## config.mk

```make
export PLATFORM = sky130hd
export DESIGN_NAME = stepper_drv
export DESIGN_NICKNAME = d
export VERILOG_FILES = /design/src/rtl/stepper_drv.sv
export SDC_FILE = /design/constraint.sdc
export NUM_CORES = 1
export LEC_CHECK = 0
export CAP_MARGIN = 10
export CORE_UTILIZATION = 25
export DETAILED_ROUTE_END_ITERATION = 12
export PLACE_DENSITY = 0.54
export SLEW_MARGIN = 20
export SYNTH_ARGS = -nofsm -noshare
export SYNTH_HDL_FRONTEND = slang
export SYNTH_SLANG_ARGS = --single-unit
```

## constraint.sdc

```tcl
create_clock -name clk -period 3.3 [get_ports clk]
set_clock_uncertainty 0.2 [all_clocks]
set_input_delay 0.99 -clock clk [delete_from_list [all_inputs] [get_ports clk]]
set_output_delay 0.99 -clock clk [all_outputs]
set_load 0.01 [all_outputs]
```

## src/rtl/stepper_drv.sv

```systemverilog
`default_nettype none
// ============================================================================
// Module      : stepper_drv
// Description : Stepper coil sequencer stepping one table phase per step_tick
//               rising edge. Define STEPPER_HALF_STEP_EN for 8-phase half-step.
// Revision    : 1.0 - initial release
// ============================================================================
module stepper_drv #(
   parameter int COIL_IDLE_OFF = 1,
   parameter int STEP_W        = 16
) (
   input  logic              clk,
   input  logic              clk_reset,
   input  logic              step_tick,
   input  logic              start,
   input  logic              dir,
   input  logic [STEP_W-1:0] steps,
   input  logic              abort,
   output logic [3:0]        coil,
   output logic              busy,
   output logic              done,
   output logic [STEP_W-1:0] remaining
);

`ifdef STEPPER_HALF_STEP_EN
   localparam int PH_W = 3;
`else
   localparam int PH_W = 2;
`endif

   typedef enum logic [1:0] {
      S_IDLE   = 2'd0,
      S_RUN    = 2'd1,
      S_FINISH = 2'd2
   } state_t;

   state_t            state_q, state_d;
   logic [PH_W-1:0]   phase_q, phase_d;
   logic              dir_q, dir_d;
   logic [STEP_W-1:0] rem_q, rem_d;
   logic [3:0]        coil_q, coil_d;
   logic              busy_q, busy_d;
   logic              done_q, done_d;
   logic              tick_q;
   logic              w_tick_edge;
   logic [3:0]        w_idle_coil;

   function automatic logic [3:0] phase_pattern(input logic [PH_W-1:0] ph);
      logic [3:0] pat;
`ifdef STEPPER_HALF_STEP_EN
      case (ph)
         3'd0:    pat = 4'b1000;
         3'd1:    pat = 4'b1100;
         3'd2:    pat = 4'b0100;
         3'd3:    pat = 4'b0110;
         3'd4:    pat = 4'b0010;
         3'd5:    pat = 4'b0011;
         3'd6:    pat = 4'b0001;
         default: pat = 4'b1001;
      endcase
`else
      case (ph)
         2'd0:    pat = 4'b1100;
         2'd1:    pat = 4'b0110;
         2'd2:    pat = 4'b0011;
         default: pat = 4'b1001;
      endcase
`endif
      return pat;
   endfunction

   assign w_tick_edge = step_tick & ~tick_q;
   // Idle drive either releases the coils or keeps holding torque on the last phase.
   assign w_idle_coil = (COIL_IDLE_OFF != 0) ? 4'b0000 : coil_q;

   always_comb begin
      state_d = state_q;
      phase_d = phase_q;
      dir_d   = dir_q;
      rem_d   = rem_q;
      coil_d  = coil_q;
      busy_d  = busy_q;
      done_d  = 1'b0;
      case (state_q)
         S_IDLE: begin
            coil_d = w_idle_coil;
            if (start) begin
               dir_d = dir;
               rem_d = steps;
               if (steps != '0) begin
                  state_d = S_RUN;
                  busy_d  = 1'b1;
                  coil_d  = phase_pattern(phase_q);
               end else begin
                  state_d = S_FINISH;
                  done_d  = 1'b1;
               end
            end
         end
         S_RUN: begin
            if (abort) begin
               state_d = S_IDLE;
               busy_d  = 1'b0;
               coil_d  = w_idle_coil;
            end else if (w_tick_edge) begin
               phase_d = dir_q ? (phase_q + 1'b1) : (phase_q - 1'b1);
               rem_d   = rem_q - 1'b1;
               coil_d  = phase_pattern(phase_d);
               if (rem_q == STEP_W'(1)) begin
                  state_d = S_FINISH;
                  busy_d  = 1'b0;
                  done_d  = 1'b1;
               end
            end
         end
         S_FINISH: begin
            state_d = S_IDLE;
            coil_d  = w_idle_coil;
         end
         default: begin
            state_d = S_IDLE;
            busy_d  = 1'b0;
            coil_d  = w_idle_coil;
         end
      endcase
   end

   always_ff @(posedge clk) begin
      if (!clk_reset) begin
         state_q <= S_IDLE;
         phase_q <= '0;
         dir_q   <= 1'b0;
         rem_q   <= '0;
         coil_q  <= 4'b0000;
         busy_q  <= 1'b0;
         done_q  <= 1'b0;
         tick_q  <= 1'b0;
      end else begin
         state_q <= state_d;
         phase_q <= phase_d;
         dir_q   <= dir_d;
         rem_q   <= rem_d;
         coil_q  <= coil_d;
         busy_q  <= busy_d;
         done_q  <= done_d;
         tick_q  <= step_tick;
      end
   end

   assign coil      = coil_q;
   assign busy      = busy_q;
   assign done      = done_q;
   assign remaining = rem_q;

endmodule
`default_nettype wire

```

==> results.json <==
{
  "status": "finished clean",
  "root_buffer": "clkbuf_8",
  "drive_above_1_share": 0.0739,
  "cts_hold_buf": 0,
  "hold_viol_final": 0,
  "async_flop_share": 0,
  "setup_viol": 0,
  "syn-cell-area_mm2": 0.00173,
  "viasPerCell": 5.43,
  "drt-pass1-iter-count": 4,
  "synth-compound-area-share": 0.286,
  "synth_edf_count": 0,
  "mappedNetlistNets": 246,
  "placed_cells": 330,
  "holdPathEnd": "phase_q[1]",
  "globalplace.congestion": 0.800,
  "htree_levels": 1,
  "postRouteAntennaNets": 0,
  "whs_path_depth": 2,
  "grt_pass1_vias": 1667,
  "nFillCells": 683,
  "crit_type": "in -> reg",
  "cap_violations": 0,
  "hold_class": "reg -> reg",
  "synth_ff_type": "dfxtp_1",
  "tightestPinTransition_ns": 0.796,
  "grt_pass1_wl_um": 8350,
  "grt_max_degree": 22,
  "period_needed_ns": 2.69,
  "fin_tns_setup_ns": 0,
  "hpwl_um": 3810,
  "ys_types": 45,
  "clock-sinks": 28,
  "cp_top_family": "compound AO/OA/AOI/OAI gates",
  "relSlewSlack": 0.469,
  "crit_arrival_ns": 2.71,
  "powerDensity_mw_per_mm2": 433,
  "startpoint_type": "input port",
  "grt_remaining_overflow": 0,
  "drv_slew": 0,
  "rsz0062_at_grt": "no",
  "p_leak_nw": 0.836,
  "die_width_um": 85.1,
  "nNetsFinal": 288,
  "antenna_cells": 0,
  "synth_adder_area_share": 0.0579,
  "cp_num_cells": 5,
  "io_buffers": 43,
  "peakVddDrop_mv": 0.149,
  "wl_um": 5210,
  "syn_avg_cell_area_um2": 8.00,
  "ys_top_cells_by_area": "dfxtp_1, a21oi_1, ha_1",
  "drtIter0Drc": 121,
  "utilization": 0.357,
  "die_h_um": 85.1,
  "crit_slowest_cell": "a21o_1",
  "synth_top_family_by_area": "compound AO/OA/AOI/OAI gates",
  "period_share": 0.816,
  "timing.rr.end": "coil[3]",
  "clock_latency_ns": 0.29,
  "yosysTopAreaCellShare": 0.324,
  "ctsResizeCount": 0,
  "max_stage_delay_ns": 0.47,
  "max_freq_mhz": 372,
  "cts_buffers": 3,
  "r2r_slack_ns": 1.14,
  "synth_seq_cells": 28,
  "ff2ff_path_depth": 7,
  "synth_xor_xnor_area_share": 0.0101,
  "num_vias": 1815,
  "dieArea_mm2": 0.00725,
  "cts_setup_buffers": 0,
  "track_usage": 0.144,
  "synthMuxAreaShare": 0.0130,
  "synth_cells": 216,
  "final_cells": 334,
  "row_count": 29,
  "critPathCaptureType": "flop",
  "yosysTopAreaCell": "dfxtp_1",
  "area_growth_pct": 34.2,
  "cp_cell_sequence": "clkdlybuf4s50_1 -> nand4bb_1 -> a21o_1 -> a221o_1 -> a21oi_1",
  "drc": 0,
  "pin_count": 44,
  "clkTransAtPathRegs_ns": 0.10,
  "clockBufferDepth": 2,
  "wire_per_inst_um": 15.6,
  "synth_warnings": 0,
  "r2r-start": "phase_q[0]",
  "start_util": 0.266,
  "worstHoldStart": "phase_q[1]",
  "core-area_mm2": 0.00649,
  "yosys.area_share.simple": 0.256,
  "critPathBufInv": 1,
  "worstPathRequired_ns": 3.32,
  "cts_tree": "yes",
  "critPathLaunch": "abort",
  "grt_antenna_before_repair": 0,
  "path_max_fanout": 21,
  "yosysSeqAreaShare": 0.324
}
-- cells in the final DEF, fill, tap and decap left out, drive strengths merged, types with 2 or more instances in the layout --
cell type,instances
a41oi,2
o21ai,16
clkbuf,3
nor4,8
nor2,14
mux2,2
o21a,4
and3,3
a211oi,3
o31a,2
o22ai,2
inv,8
and2,2
dfxtp,28
nor2b,4
a31oi,5
o211ai,9
nand3,5
nand2b,3
a21oi,21
clkdlybuf4s50,43
a21o,4
xnor2,2
nand4,5
a221o,2
nand2,25
nor3,4
buf,7
nor3b,3
ha,8
-- cell type report --
type	count	area (um^2)	area share
multi-input combinational	167	1080	0.465
clock inverter	1	30.0	0.0130
sequential	28	561	0.242
inverter	8	30.0	0.0130
tap	77	96.3	0.0416
clock buffer	3	41.3	0.0178
timing repair buffer	50	483	0.208
-- synth_stat cells, types with 2 or more instances --
cell type and count:
inv_1 8, nand3_1 4, a211oi_1 3, o21ai_0 2
nand2b_1 3, o21a_1 4, nand4_1 5, nor3_1 3
o22ai_1 2, a221o_1 2, o31a_1 2, o21ai_1 14
xnor2_1 2, nor3b_1 2, nand2_1 25, dfxtp_1 28
nor4_1 6, o211ai_1 9, ha_1 8, a21oi_1 21
and3_1 3, a41oi_1 2, nor4_4 2, clkbuf_1 6
buf_2 6, a21o_1 4, nor2_1 14, and2_1 2
nor2b_1 4, a31oi_1 5
-- layer usage --
metal | vias up | wire [um] | track usage
li1 | 883 | - | -
met1 | 881 | 2480 | 0.192
met2 | 43 | 2350 | 0.229
met3 | 8 | 267 | 0.0243
met4 | 0 | 108 | 0.0586
met5 | - | 0 | 0
-- cell families after synthesis --
logic type / after synthesis
adders and majority gates: 8
xor gates and xnor gates: 2
AOI/OAI and AO/OA: 76
buffers and inverters: 21
DFF: 28
and+or+nand+nor: 79
muxes: 2
-- stage by stage --
stage	setup WS, ns	cell area (um^2)	power [mW]	hold slack (ns)
2_1_floorplan	1.09	1730	0.596	0.266
3_5_place_dp	0.313	2250	0.729	0.297
6_report	0.609	2320	1.00	0.308
3_3_place_gp	0.334	2250	0.727	0.284
5_1_grt	0.490	2320	1.06	0.362
4_1_cts	0.610	2320	1.01	0.313
-- worst max-delay path by stage --
stage                                to
after global routing      remaining[12]
after CTS                  remaining[1]
after global placement             done
final                     remaining[12]
after floorplan           remaining[14]
after detailed placement   remaining[1]
-- registers in the layout, indices dropped and copies added (netlist names) --
name       count
remaining     16
coil           4
phase_q        2
state_q        2
busy           1
dir_q          1
done           1
tick_q         1
-- report_power, final --
group / internal, mW / switching [mW]
Combinational: 0.152 / 0.170
Sequential: 0.364 / 0.0368
Clock: 0.163 / 0.118
-- worst min-delay path: cells and delay by family, from the launching register on --
family,cells,cell delay (ns)
AOI/OAI and AO/OA,1,0.05
and+or+nand+nor,1,0.06
DFF,1,0.35
(Power assumes the default switching activity.)
